===== src/rtl/regfile_pkg.sv =====
// Shared register-bank definitions used by the bank and its writeback initiators.
package regfile_pkg;

  localparam int REG_ADDR_W = 5;
  localparam int REG_DATA_W = 32;
  localparam int REG_ZERO   = 0;

  typedef struct packed {
    logic [REG_ADDR_W-1:0] adr;
    logic [REG_DATA_W-1:0] value;
  } wb_entry_t;

endpackage


===== src/rtl/regfile_write_queue_if.sv =====
// Producer, register-bank write port and forwarding lookup signals of the write queue.
interface regfile_write_queue_if #(
  parameter int ADDR_W = 5,
  parameter int DATA_W = 32
);

  logic              alu_valid;
  logic [ADDR_W-1:0] alu_adr;
  logic [DATA_W-1:0] alu_value;
  logic              mem_valid;
  logic [ADDR_W-1:0] mem_adr;
  logic [DATA_W-1:0] mem_value;
  logic              full;
  logic [ADDR_W-1:0] wadr;
  logic [DATA_W-1:0] wvalue;
  logic              wenable;
  logic [ADDR_W-1:0] qadr;
  logic              qhit;
  logic [DATA_W-1:0] qvalue;
  logic              overflow;

  modport master (
    output alu_valid, alu_adr, alu_value,
    output mem_valid, mem_adr, mem_value,
    output qadr,
    input  full, wadr, wvalue, wenable, qhit, qvalue, overflow
  );

  modport slave (
    input  alu_valid, alu_adr, alu_value,
    input  mem_valid, mem_adr, mem_value,
    input  qadr,
    output full, wadr, wvalue, wenable, qhit, qvalue, overflow
  );

endinterface


===== src/rtl/regfile_write_queue_match.sv =====
// Youngest-match search over the queued entries, ordered by age starting at rptr.
module wb_match_youngest
  import regfile_pkg::*;
#(
  parameter int DEPTH  = 4,
  parameter int ADDR_W = REG_ADDR_W,
  parameter int DATA_W = REG_DATA_W,
  parameter int PTR_W  = $clog2(DEPTH),
  parameter int CNT_W  = PTR_W + 1
) (
  input  logic [ADDR_W-1:0] adr_mem   [DEPTH],
  input  logic [DATA_W-1:0] value_mem [DEPTH],
  input  logic [PTR_W-1:0]  rptr,
  input  logic [CNT_W-1:0]  count,
  input  logic [ADDR_W-1:0] qadr,
  output logic              qhit,
  output logic [DATA_W-1:0] qvalue
);

  logic [DEPTH-1:0]  age_hit;
  logic [DATA_W-1:0] age_value [DEPTH];

  // Slot gi of the age order is gi entries behind the head.
  for (genvar gi = 0; gi < DEPTH; gi++) begin : g_age
    logic [PTR_W-1:0] idx;
    assign idx           = rptr + PTR_W'(gi);
    assign age_hit[gi]   = (CNT_W'(gi) < count) && (adr_mem[idx] == qadr) &&
                           (qadr != ADDR_W'(REG_ZERO));
    assign age_value[gi] = value_mem[idx];
  end

  // Later (younger) matches override earlier ones.
  always_comb begin
    qhit   = 1'b0;
    qvalue = '0;
    for (int i = 0; i < DEPTH; i++) begin
      if (age_hit[i]) begin
        qhit   = 1'b1;
        qvalue = age_value[i];
      end
    end
  end

endmodule


===== src/rtl/regfile_write_queue.sv =====
// In-order writeback queue from the ALU and load unit into the register bank write port,
// draining one entry per clock and forwarding still-queued values to operand read.
module regfile_write_queue
  import regfile_pkg::*;
#(
  parameter int DEPTH  = 4,
  parameter int ADDR_W = REG_ADDR_W,
  parameter int DATA_W = REG_DATA_W
) (
  input logic             clock,
  input logic             reset,
  regfile_write_queue_if.slave bus
);

  localparam int PTR_W = $clog2(DEPTH);
  localparam int CNT_W = PTR_W + 1;
  localparam logic [CNT_W-1:0] FULL_THRESH = CNT_W'(DEPTH - 2);

  logic [PTR_W-1:0]  rptr_reg, rptr_next;
  logic [PTR_W-1:0]  wptr_reg, wptr_next;
  logic [CNT_W-1:0]  count_reg, count_next;
  logic              overflow_reg, overflow_next;

  logic [ADDR_W-1:0] adr_mem   [DEPTH];
  logic [DATA_W-1:0] value_mem [DEPTH];

  logic              alu_ok, mem_ok, full_int, pop;
  logic              push_alu, push_mem;
  logic [PTR_W-1:0]  mem_slot;
  logic [CNT_W-1:0]  push_cnt;

  always_comb begin
    alu_ok   = bus.alu_valid && (bus.alu_adr != ADDR_W'(REG_ZERO));
    mem_ok   = bus.mem_valid && (bus.mem_adr != ADDR_W'(REG_ZERO));
    full_int = count_reg > FULL_THRESH;
    push_alu = alu_ok && !full_int;
    push_mem = mem_ok && !full_int;
    // The load result lands behind the ALU result when both arrive together.
    mem_slot = push_alu ? wptr_reg + PTR_W'(1) : wptr_reg;
    pop      = count_reg != '0;
    push_cnt = CNT_W'(push_alu) + CNT_W'(push_mem);

    count_next    = count_reg + push_cnt - CNT_W'(pop);
    wptr_next     = wptr_reg + push_cnt[PTR_W-1:0];
    rptr_next     = rptr_reg + PTR_W'(pop);
    overflow_next = overflow_reg || (full_int && (alu_ok || mem_ok));
  end

  always_ff @(posedge clock or posedge reset) begin
    if (reset) begin
      rptr_reg     <= '0;
      wptr_reg     <= '0;
      count_reg    <= '0;
      overflow_reg <= 1'b0;
    end else begin
      rptr_reg     <= rptr_next;
      wptr_reg     <= wptr_next;
      count_reg    <= count_next;
      overflow_reg <= overflow_next;
    end
  end

  // Entry storage needs no reset; validity is tracked by rptr/count alone.
  always_ff @(posedge clock) begin
    if (push_alu) begin
      adr_mem[wptr_reg]   <= bus.alu_adr;
      value_mem[wptr_reg] <= bus.alu_value;
    end
    if (push_mem) begin
      adr_mem[mem_slot]   <= bus.mem_adr;
      value_mem[mem_slot] <= bus.mem_value;
    end
  end

  assign bus.full     = full_int;
  assign bus.overflow = overflow_reg;
  assign bus.wenable  = pop;
  assign bus.wadr     = pop ? adr_mem[rptr_reg]   : '0;
  assign bus.wvalue   = pop ? value_mem[rptr_reg] : '0;

  wb_match_youngest #(
    .DEPTH  (DEPTH),
    .ADDR_W (ADDR_W),
    .DATA_W (DATA_W),
    .PTR_W  (PTR_W),
    .CNT_W  (CNT_W)
  ) u_match (
    .adr_mem   (adr_mem),
    .value_mem (value_mem),
    .rptr      (rptr_reg),
    .count     (count_reg),
    .qadr      (bus.qadr),
    .qhit      (bus.qhit),
    .qvalue    (bus.qvalue)
  );

endmodule

===== src/flat_wrapper.sv =====
// flat-port wrapper written by rule: the top's interface ports become plain ports
module regfile_write_queue_flat import regfile_pkg::*;
#(
  parameter int DEPTH  = 4,
  parameter int ADDR_W = REG_ADDR_W,
  parameter int DATA_W = REG_DATA_W
)
  (clock, reset, bus_alu_valid, bus_alu_adr, bus_alu_value, bus_mem_valid, bus_mem_adr, bus_mem_value, bus_qadr, bus_full, bus_wadr, bus_wvalue, bus_wenable, bus_qhit, bus_qvalue, bus_overflow);
  regfile_write_queue_if #(.ADDR_W(ADDR_W), .DATA_W(DATA_W)) bus_i ();
  input logic clock;
  input logic reset;
  input wire logic [$bits(bus_i.alu_valid)-1:0] bus_alu_valid;
  input wire logic [$bits(bus_i.alu_adr)-1:0] bus_alu_adr;
  input wire logic [$bits(bus_i.alu_value)-1:0] bus_alu_value;
  input wire logic [$bits(bus_i.mem_valid)-1:0] bus_mem_valid;
  input wire logic [$bits(bus_i.mem_adr)-1:0] bus_mem_adr;
  input wire logic [$bits(bus_i.mem_value)-1:0] bus_mem_value;
  input wire logic [$bits(bus_i.qadr)-1:0] bus_qadr;
  output wire logic [$bits(bus_i.full)-1:0] bus_full;
  output wire logic [$bits(bus_i.wadr)-1:0] bus_wadr;
  output wire logic [$bits(bus_i.wvalue)-1:0] bus_wvalue;
  output wire logic [$bits(bus_i.wenable)-1:0] bus_wenable;
  output wire logic [$bits(bus_i.qhit)-1:0] bus_qhit;
  output wire logic [$bits(bus_i.qvalue)-1:0] bus_qvalue;
  output wire logic [$bits(bus_i.overflow)-1:0] bus_overflow;
  assign bus_i.alu_valid = bus_alu_valid;
  assign bus_i.alu_adr = bus_alu_adr;
  assign bus_i.alu_value = bus_alu_value;
  assign bus_i.mem_valid = bus_mem_valid;
  assign bus_i.mem_adr = bus_mem_adr;
  assign bus_i.mem_value = bus_mem_value;
  assign bus_i.qadr = bus_qadr;
  assign bus_full = bus_i.full;
  assign bus_wadr = bus_i.wadr;
  assign bus_wvalue = bus_i.wvalue;
  assign bus_wenable = bus_i.wenable;
  assign bus_qhit = bus_i.qhit;
  assign bus_qvalue = bus_i.qvalue;
  assign bus_overflow = bus_i.overflow;
  regfile_write_queue #(.DEPTH(DEPTH), .ADDR_W(ADDR_W), .DATA_W(DATA_W)) u_core (.clock(clock), .reset(reset), .bus(bus_i));
endmodule

===== config.mk =====
export PLATFORM = sky130hd
export DESIGN_NAME = regfile_write_queue_flat
export DESIGN_NICKNAME = d
export VERILOG_FILES = /design/src/rtl/regfile_pkg.sv /design/src/rtl/regfile_write_queue_if.sv /design/src/rtl/regfile_write_queue_match.sv /design/src/rtl/regfile_write_queue.sv /design/src/flat_wrapper.sv
export SDC_FILE = /design/constraint.sdc
export NUM_CORES = 1
export LEC_CHECK = 0
export CAP_MARGIN = 40
export CORE_MARGIN = 5
export CORE_UTILIZATION = 45
export DETAILED_ROUTE_END_ITERATION = 10
export MAX_ROUTING_LAYER = met4
export PLACE_DENSITY = 0.75
export SYNTH_ARGS = -nofsm -noshare
export SYNTH_HDL_FRONTEND = slang
export SYNTH_SLANG_ARGS = --single-unit

===== constraint.sdc =====
create_clock -name clock -period 5.93 [get_ports clock]
set_clock_uncertainty 0.1 [all_clocks]
set_input_delay 0.593 -clock clock [delete_from_list [all_inputs] [get_ports clock]]
set_output_delay 0.593 -clock clock [all_outputs]
set_load 0.1 [all_outputs]

==> results.yml, run 1 <==
outcome:
  run_status: "finished, final reports clean"
final_layout:
  filler_cell_count: 2204
  post_route_cells_drive_above_1_share_pct: 16.52
  area_delta_synth_final_pct: 25.29
  antenna_cells_inserted: 0
  largest_register_ffs: 128
  fin_nets: 1602
  postLayoutCoreUtil_pct: 57.07
  layoutNonFillerInstCount: 1849
synthesis:
  ys_ff_latch: 156
  async_reset_ff_share_pct: 5.128
  combined_area_of_all_synthesized_cells_mm2: 0.01144
  post-synth-top-area-cell: "sky130_fd_sc_hd__dfxtp_1"
  edff_count_synth: 0
  synth_warnings: 0
  synth_cell_type_count: 46
  cells_after_synth: 1396
  number_of_nets_in_the_synthesized_netlist: 1490
  synth_ff_type: "sky130_fd_sc_hd__dfxtp_1"
  synth.top_cells.by_area: "sky130_fd_sc_hd__dfxtp_1 26%, sky130_fd_sc_hd__mux2i_1 18%, sky130_fd_sc_hd__mux2_2 6.4%"
  seq_area_frac_synth_pct: 27.66
  post-synth-top-area-fraction_pct: 25.91
  syn_area_per_cell_um2: 8.193
global_routing:
  total_congestion_overflow_after_global_routing: 0
  first_global_vias: 10541
  grt_use_met2_pct: 41.13
  pin_count_of_the_biggest_net_entering_global_routing: 107
  gr-usage-all-layers_pct: 24.12
  global_route_wire_length_before_repair_um: 54790
  busiest_layer_in_global_routing: "met2"
  initial_antenna_violation_count: 0
  met3_usage_pct: 3.983
  grt.met1_usage_pct: 29.14
worst_setup_path:
  worstPathArrival_ns: 4.13
  critical_path_required_ns: 5.24
  crit_fanout: 33
  start_kind: "flip-flop"
  timing.critical_path.to_type: "output pin"
  critPathKind: "flip-flop to output pin"
  setup.reg_to_reg.worst_slack_ns: 2.95
placement:
  port_buffers: 155
  dp_hpwl_um: 23810
  dpl_worst_slack_ns: 1.520
  place_congestion: 0.8769
  place.detailed.instances: 1819
drt:
  via_count: 10798
  finalWirelength_um: 34660
  wl_per_cell_um: 18.75
  drtIter0Drc: 787
  dr.pass1.iters: 5
  ant_nets: 0
  drt_drc_violations_left: 0
  vias_per_std_cell: 5.840
clock_network:
  ctsHtreeMaxLevel: 4
  tritoncts: "built"
  postCtsHoldBufs: 0
  clk_path_buf_depth: 2
  cts.repair_timing.setup_buffer_count: 0
  root_buffer: "sky130_fd_sc_hd__clkbuf_16"
  number_of_sinks_on_the_clock_net: 156
  tritoncts.num_buffers: 17
  clkSlewWorstSetupHoldPaths_ns: 0.06
  postCtsResizedCells: 0
  clk-insertion-delay-late_ns: 0.42
floorplanning:
  row_count: 58
  io_pins: 156
  die_w_um: 169.4
  floorplan_die_area_mm2: 0.02870
  floorplan.core_area_mm2: 0.02511
  dieHeight_um: 169.4
  floorplan.initialDensity_pct: 45.55
timing:
  report.final.slew_viol_count: 0
  maxClockFrequency_mhz: 207.5
  rsz_0062_raised_after_global_routing: "no"
  setup_violations: 0
  finalCritPeriodShare_pct: 81.28
  hold_viol_final: 0
  post-route-worst-setup-slack_ns: 1.110
  max_slew.worst_pin.slew_ns: 0.8967
  period_minus_slack_ns: 4.820
  max_slew_margin_pct: 40.22
  fin_tns_setup_ns: 0
worst_hold_path:
  worst_hold_path_type: "input port to async pin"
job:
  max_cap_viol_count: 0
[stage by stage]
step                instance area [um2]  hold slack (ns)
CTS                               14330           0.3492
detailed placement                13750           0.3501
global placement                  13000           0.3470
global route                      14330           0.3697
floorplan                         11440           0.3087
finish                            14330           0.3465
[cell usage after synthesis (11+ instances only)]
| cell | count |
|---|---|
| sky130_fd_sc_hd__nor3_1 | 35 |
| sky130_fd_sc_hd__buf_1 | 23 |
| sky130_fd_sc_hd__mux2i_1 | 210 |
| sky130_fd_sc_hd__buf_2 | 44 |
| sky130_fd_sc_hd__a21oi_1 | 145 |
| sky130_fd_sc_hd__a31oi_1 | 32 |
| sky130_fd_sc_hd__xnor2_1 | 20 |
| sky130_fd_sc_hd__dfxtp_1 | 148 |
| sky130_fd_sc_hd__o221ai_2 | 26 |
| sky130_fd_sc_hd__mux2_2 | 65 |
| sky130_fd_sc_hd__o21ai_0 | 109 |
| sky130_fd_sc_hd__inv_1 | 12 |
| sky130_fd_sc_hd__nor2_1 | 147 |
| sky130_fd_sc_hd__and2_1 | 37 |
| sky130_fd_sc_hd__nand2_1 | 170 |
| sky130_fd_sc_hd__o211ai_1 | 31 |
| sky130_fd_sc_hd__mux4_2 | 11 |
| sky130_fd_sc_hd__clkbuf_1 | 58 |
[logic make-up after synthesis]
kind of cell    Yosys count  synth area share (%)
compound gates          356                 19.32
flops                   156                 27.66
fa+ha+maj                11                 1.269
xor+xnor                 24                 1.904
mux                     294                 28.78
simple gates            412                 15.42
buf+inv                 143                 5.645
[worst max-delay path: stages, from the launching register on]
cell                       delay, ns
sky130_fd_sc_hd__dfrtp_4        0.66
sky130_fd_sc_hd__mux4_1         0.63
sky130_fd_sc_hd__xnor2_1        0.15
sky130_fd_sc_hd__nand4_1        0.11
sky130_fd_sc_hd__buf_4          0.43
sky130_fd_sc_hd__or2_1          0.49
sky130_fd_sc_hd__buf_4          0.42
sky130_fd_sc_hd__a31oi_1        0.13
sky130_fd_sc_hd__o221ai_1       0.30
sky130_fd_sc_hd__buf_4          0.36
[final cells by class]
class | instances | area, um2 | share of cell area (%)
multi-input combinational | 1097 | 7697 | 53.72
clock buffer | 23 | 488.0 | 3.405
clock inverter | 7 | 90.09 | 0.6287
tap | 330 | 412.9 | 2.881
sequential | 156 | 3171 | 22.13
inverter | 12 | 45.04 | 0.3143
timing repair buffer | 224 | 2426 | 16.93
[worst paths after layout]
| kind | from | end | cells past startpoint |
|---|---|---|---|
| max | u_core.rptr_reg[0] | bus_qvalue[0] | 9 |
| min | reset | u_core.bus.overflow | 2 |
| max reg2reg | u_core.count_reg[2] | u_core.count_reg[2] | 7 |
| min reg2reg | u_core.bus.overflow | u_core.bus.overflow | 1 |
| max in group asynchronous | reset | u_core.rptr_reg[1] | 2 |
| min in group clock | u_core.bus.overflow | u_core.bus.overflow | 1 |
[layer usage]
metal  part of all wire, %  vias up
met4                   2.2        0
met2                    50      382
met5                     0        -
met1                    42     5129
li1                      -     5227
met3                   6.2       60
[cell usage in the layout, fill, tap and decap left out, types with 37 or more instances in the layout]
cell	instances
sky130_fd_sc_hd__mux2i_1	210
sky130_fd_sc_hd__o21ai_0	107
sky130_fd_sc_hd__nand2_1	166
sky130_fd_sc_hd__a21oi_1	145
sky130_fd_sc_hd__dfxtp_1	148
sky130_fd_sc_hd__buf_4	52
sky130_fd_sc_hd__buf_8	40
sky130_fd_sc_hd__mux2_2	65
sky130_fd_sc_hd__clkdlybuf4s50_1	122
sky130_fd_sc_hd__nor2_1	145
sky130_fd_sc_hd__and2_1	37
Power of run 1 is left out: the tool's default activity adds up to more than one toggle a clock period on the data nets, which glitch-free logic cannot reach.
==> run 2: changes to the inputs <==
--- a/config.mk
+++ b/config.mk
@@ -10,7 +10,7 @@
 export CORE_UTILIZATION = 45
 export DETAILED_ROUTE_END_ITERATION = 10
 export MAX_ROUTING_LAYER = met4
-export PLACE_DENSITY = 0.75
+export PLACE_DENSITY = 0.77
 export SYNTH_ARGS = -nofsm -noshare
 export SYNTH_HDL_FRONTEND = slang
 export SYNTH_SLANG_ARGS = --single-unit
==> constraint.sdc (replaced) <==
create_clock -name clock -period 4 [get_ports clock]
set_clock_uncertainty 0.1 [all_clocks]
set_input_delay 0.4 -clock clock [delete_from_list [all_inputs] [get_ports clock]]
set_output_delay 0.4 -clock clock [all_outputs]
set_load 0.1 [all_outputs]
==> run 2 against run 1 <==
  * Sequential share of layout area rose by 0.16 points
  * Worst hold slack got worse by 0.21 ns
  * Clock-buffer cell count fell by 3
==> results.yml, run 2 (synthesized netlist as in run 1, its figures left out) <==
final_layout:
  largest_register_ffs: 128
  post_route_cells_drive_above_1_share_pct: 17.80
  filler_cell_count: 2220
  fin_nets: 1571
  mostFrequentLayoutCell: "sky130_fd_sc_hd__mux2i_1"
  area_delta_synth_final_pct: 24.37
  most-common-layout-cells: "210 x sky130_fd_sc_hd__mux2i_1, 166 x sky130_fd_sc_hd__nand2_1, 148 x sky130_fd_sc_hd__dfxtp_1, 145 x sky130_fd_sc_hd__a21oi_1, 145 x sky130_fd_sc_hd__nor2_1"
  antenna_cells_inserted: 0
drt:
  vias_per_std_cell: 5.840
  ant_nets: 0
  finalWirelength_um: 33820
  wl_per_cell_um: 18.59
  drtIter0Drc: 853
  drt_drc_violations_left: 0
  dr.pass1.iters: 6
  via_count: 10623
worst_setup_path:
  critPathKind: "flip-flop to output pin"
  crit_fanout: 23
  ff2ff_path_depth: 8
  worstPathArrival_ns: 3.34
  timing.rr.start: "u_core.count_reg[2]"
  reg2reg_to: "u_core.count_reg[2]"
  crit_start: "u_core.rptr_reg[0]"
  setup.reg_to_reg.worst_slack_ns: 1.06
  endpoint: "bus_qvalue[29]"
  start_kind: "flip-flop"
  critical_path_required_ns: 3.50
  timing.critical_path.to_type: "output pin"
floorplanning:
  row_count: 58
  floorplan.core_area_mm2: 0.02511
  floorplan.initialDensity_pct: 45.55
  floorplan_die_area_mm2: 0.02870
  dieHeight_um: 169.4
  io_pins: 156
  die_w_um: 169.4
clock_network:
  postCtsHoldBufs: 0
  tritoncts: "built"
  clkSlewWorstSetupHoldPaths_ns: 0.06
  root_buffer: "sky130_fd_sc_hd__clkbuf_16"
  ctsHtreeMaxLevel: 4
  clk_path_buf_depth: 2
  clk-insertion-delay-late_ns: 0.42
  cts.repair_timing.setup_buffer_count: 0
  postCtsResizedCells: 0
  tritoncts.num_buffers: 17
  number_of_sinks_on_the_clock_net: 156
timing:
  max_slew_margin_pct: 36.18
  hold_viol_final: 0
  maxClockFrequency_mhz: 260.6
  fin_tns_setup_ns: 0
  period_minus_slack_ns: 3.837
  max_slew.worst_pin.slew_ns: 0.9573
  report.final.slew_viol_count: 0
  finalCritPeriodShare_pct: 95.92
  rsz_0062_raised_after_global_routing: "no"
  setup_violations: 0
placement:
  dp_hpwl_um: 22960
  place_congestion: 0.8585
  port_buffers: 155
outcome:
  run_status: "finished, final reports clean"
global_routing:
  pin_count_of_the_biggest_net_entering_global_routing: 258
  gr-usage-all-layers_pct: 23.81
  total_congestion_overflow_after_global_routing: 0
  first_global_vias: 10230
  initial_antenna_violation_count: 0
  global_route_wire_length_before_repair_um: 54030
job:
  max_cap_viol_count: 0
worst_hold_path:
  worst_hold_path_type: "input port to async pin"
-- run 2: cell type report --
type | instances | area (um2) | area share, %
flip-flops and latches | 156 | 3171 | 22.29
well taps | 330 | 412.9 | 2.903
multi-input cells | 1097 | 7729 | 54.33
repair buffers | 193 | 2220 | 15.60
clock inverters | 11 | 191.4 | 1.346
inverters | 12 | 45.04 | 0.3167
clock buffers | 20 | 456.7 | 3.210
-- run 2: metrics by stage --
stage / worst slack [ns] / hold WS, ns / cell area (um2) / utilization (%) / cells
4_1_cts: 0.1079 / 0.1360 / 14220 / 56.65 / 1819
5_1_grt: 0.00008216 / 0.1522 / 14220 / 56.65 / 1819
3_3_place_gp: 0.5625 / 0.3432 / 13500 / 53.76 / 1784
6_report: 0.1631 / 0.1377 / 14220 / 56.65 / 1819
2_1_floorplan: 0.4541 / 0.1157 / 11470 / - / 1396
3_5_place_dp: 0.5344 / 0.3433 / 13580 / 54.07 / 1788
-- run 2: how the worst min path moves through the flow --
stage	from	to	slack (ns)	depth (start not counted)
final	reset	u_core.bus.overflow	0.14	2
after global routing	reset	u_core.bus.overflow	0.15	2
after CTS	reset	u_core.bus.overflow	0.14	2
after detailed placement	u_core.bus.overflow	u_core.bus.overflow	0.34	1
after global placement	u_core.bus.overflow	u_core.bus.overflow	0.34	1
after floorplan	reset	u_core.bus.overflow	0.12	1
-- run 2: layer usage --
| layer | track usage [%] | share of wire, % |
|---|---|---|
| met2 | 40.73 | 49 |
| met1 | 28.75 | 43 |
| met4 | 6.230 | 1.6 |
| met3 | 4.822 | 6.5 |
| met5 | - | 0 |
-- run 2: critical path, stage by stage (launching register included) --
cell	delay (ns)
sky130_fd_sc_hd__dfrtp_4	0.64
sky130_fd_sc_hd__mux4_1	0.62
sky130_fd_sc_hd__xnor2_1	0.17
sky130_fd_sc_hd__nand4_1	0.29
sky130_fd_sc_hd__o22ai_4	0.50
sky130_fd_sc_hd__buf_4	0.33
sky130_fd_sc_hd__o221ai_2	0.17
sky130_fd_sc_hd__buf_12	0.20
Power of run 2 is left out for the same reason.
==> run 3: changes to the inputs <==
--- a/config.mk
+++ b/config.mk
@@ -6,11 +6,14 @@
 export NUM_CORES = 1
 export LEC_CHECK = 0
 export CAP_MARGIN = 40
-export CORE_MARGIN = 5
-export CORE_UTILIZATION = 45
+export CELL_PAD_IN_SITES_DETAIL_PLACEMENT = 0
+export CELL_PAD_IN_SITES_GLOBAL_PLACEMENT = 1
+export CORE_MARGIN = 2
+export CORE_UTILIZATION = 38
 export DETAILED_ROUTE_END_ITERATION = 10
 export MAX_ROUTING_LAYER = met4
-export PLACE_DENSITY = 0.77
+export PLACE_DENSITY = 0.85
+export RECOVER_POWER = 50
 export SYNTH_ARGS = -nofsm -noshare
 export SYNTH_HDL_FRONTEND = slang
 export SYNTH_SLANG_ARGS = --single-unit
==> run 3 against run 2 <==
  * Core utilization down 8.8 points
  * Global-route usage down 1.3 points
  * Wire length up 1.1%
  * Die area up 9.7%
  * Fmax down 0.22%
  * Final area down 0.25%
  * Via count down 1.6%
  * First-iteration DRC count down 10%
  * Setup slack worse by 0.0083 ns
  * Clock-buffer cell count down 1
  * Final cell count up 3.4%
  * Critical endpoint is now bus_qvalue[3]
  * Largest cell class unchanged
==> results.yml, run 3 (synthesized netlist as in run 1, its figures left out) <==
outcome:
  run_status: "finished, final reports clean"
worst_setup_path:
  critPathKind: "flip-flop to output pin"
  crit_fanout: 21
  slowest_stage_delay_cp_ns: 0.61
  critical_path_required_ns: 3.50
  start_kind: "flip-flop"
  crit_start: "u_core.rptr_reg[1]"
  critical_path_top_delay_cell: "sky130_fd_sc_hd__dfrtp_4"
  timing.critical_path.to_type: "output pin"
  worstPathCellList: "mux4_2 > xnor2_1 > nand4_1 > nor2_4 > buf_4 > o211ai_1 > o221ai_2 > buf_12"
  ff2ff_path_depth: 8
  worstPathArrival_ns: 3.35
  timing.rr.start: "u_core.count_reg[2]"
final_layout:
  fin_nets: 1571
  filler_cell_count: 2849
  most-common-layout-cells: "210 x sky130_fd_sc_hd__mux2i_1, 166 x sky130_fd_sc_hd__nand2_1, 148 x sky130_fd_sc_hd__dfxtp_1, 145 x sky130_fd_sc_hd__a21oi_1, 145 x sky130_fd_sc_hd__nor2_1"
  largest_register_ffs: 128
  layoutNonFillerInstCount: 1880
  antenna_cells_inserted: 0
  area_delta_synth_final_pct: 24.07
  mostFrequentLayoutCell: "sky130_fd_sc_hd__mux2i_1"
  post_route_cells_drive_above_1_share_pct: 17.25
timing:
  rsz_0062_raised_after_global_routing: "no"
  setup_violations: 0
  maxClockFrequency_mhz: 260.1
  report.final.slew_viol_count: 0
  fin_tns_setup_ns: 0
  period_minus_slack_ns: 3.845
  hold_slack_ns: 0.2868
  hold_viol_final: 0
  finalCritPeriodShare_pct: 96.13
  max_slew_margin_pct: 9.292
  post-route-worst-setup-slack_ns: 0.1548
  max_slew.worst_pin.slew_ns: 1.361
drt:
  ant_nets: 0
  finalWirelength_um: 34180
  vias_per_std_cell: 5.559
  drtIter0Drc: 764
  wl_per_cell_um: 18.18
  via_count: 10451
  dr.pass1.iters: 6
  drt_drc_violations_left: 0
clock_network:
  clk-insertion-delay-late_ns: 0.42
  clk_path_buf_depth: 2
  number_of_sinks_on_the_clock_net: 156
  clkSlewWorstSetupHoldPaths_ns: 0.06
  postCtsHoldBufs: 0
  tritoncts: "built"
  tritoncts.num_buffers: 17
  root_buffer: "sky130_fd_sc_hd__clkbuf_16"
  ctsHtreeMaxLevel: 4
worst_hold_path:
  worst_hold_path_type: "input port to async pin"
placement:
  place.detailed.instances: 1845
  place_congestion: 0.8400
  dp_hpwl_um: 23160
  dpl_worst_slack_ns: 0.3799
  port_buffers: 155
floorplanning:
  dieHeight_um: 177.5
  floorplan.initialDensity_pct: 38.59
  io_pins: 156
  floorplan.core_area_mm2: 0.02964
  floorplan_die_area_mm2: 0.03150
  die_w_um: 177.5
  row_count: 63
job:
  max_cap_viol_count: 0
global_routing:
  first_global_vias: 9967
  gr-usage-all-layers_pct: 22.47
  total_congestion_overflow_after_global_routing: 0
  global_route_wire_length_before_repair_um: 54450
  pin_count_of_the_biggest_net_entering_global_routing: 258
  initial_antenna_violation_count: 0
[run 3: cell type report]
class                           instances  area, um2  share of cell area [%]
Tap cell                              390      488.0                   3.439
Sequential cell                       156       3171                   22.34
Clock inverter                         13      131.4                  0.9258
Multi-Input combinational cell       1097       7711                   54.34
Inverter                               12      45.04                  0.3174
Clock buffer                           19      442.9                   3.121
Timing Repair Buffer                  193       2201                   15.51
[run 3: through the flow]
step / cell area [um2] / util (%)
after floorplan: 11470 / -
after global placement: 13550 / 45.70
after detailed placement: 13670 / 46.11
after CTS: 14240 / 48.05
after global routing: 14190 / 47.88
final: 14190 / 47.88
[run 3: routing by layer]
metal	routed length [um]	share of wire, %	track usage (%)
met5	0	0	-
met4	603	1.8	4.986
met3	1776	5.2	3.556
met2	16000	47	36.71
met1	15810	46	29.27
[run 3: repair_timing]
action / CTS / global route
resized for setup: 0 / 1
setup buffers: 0 / 3
hold endpoints to repair: 0 / 0
endpoints found under the setup margin: 0 / 24
[run 3: critical path: cells and delay by family (launching register included)]
family	cells	cell delay, ns
multiplexers	1	0.57
XOR/XNOR	1	0.22
buffers and inverters	2	0.55
flip-flops	1	0.61
AND/OR/NAND/NOR	2	0.64
AO/OA/AOI/OAI	2	0.31
[run 3: worst paths after layout]
kind                                         to  slack, ns
max in group asynchronous    u_core.rptr_reg[1]       3.21
hold reg to reg             u_core.bus.overflow       0.36
min in group clock          u_core.bus.overflow       0.36
setup reg to reg           u_core.value_mem[96]       0.38
hold / removal              u_core.bus.overflow       0.29
setup / recovery                  bus_qvalue[3]       0.15
Power of run 3 is left out for the same reason.
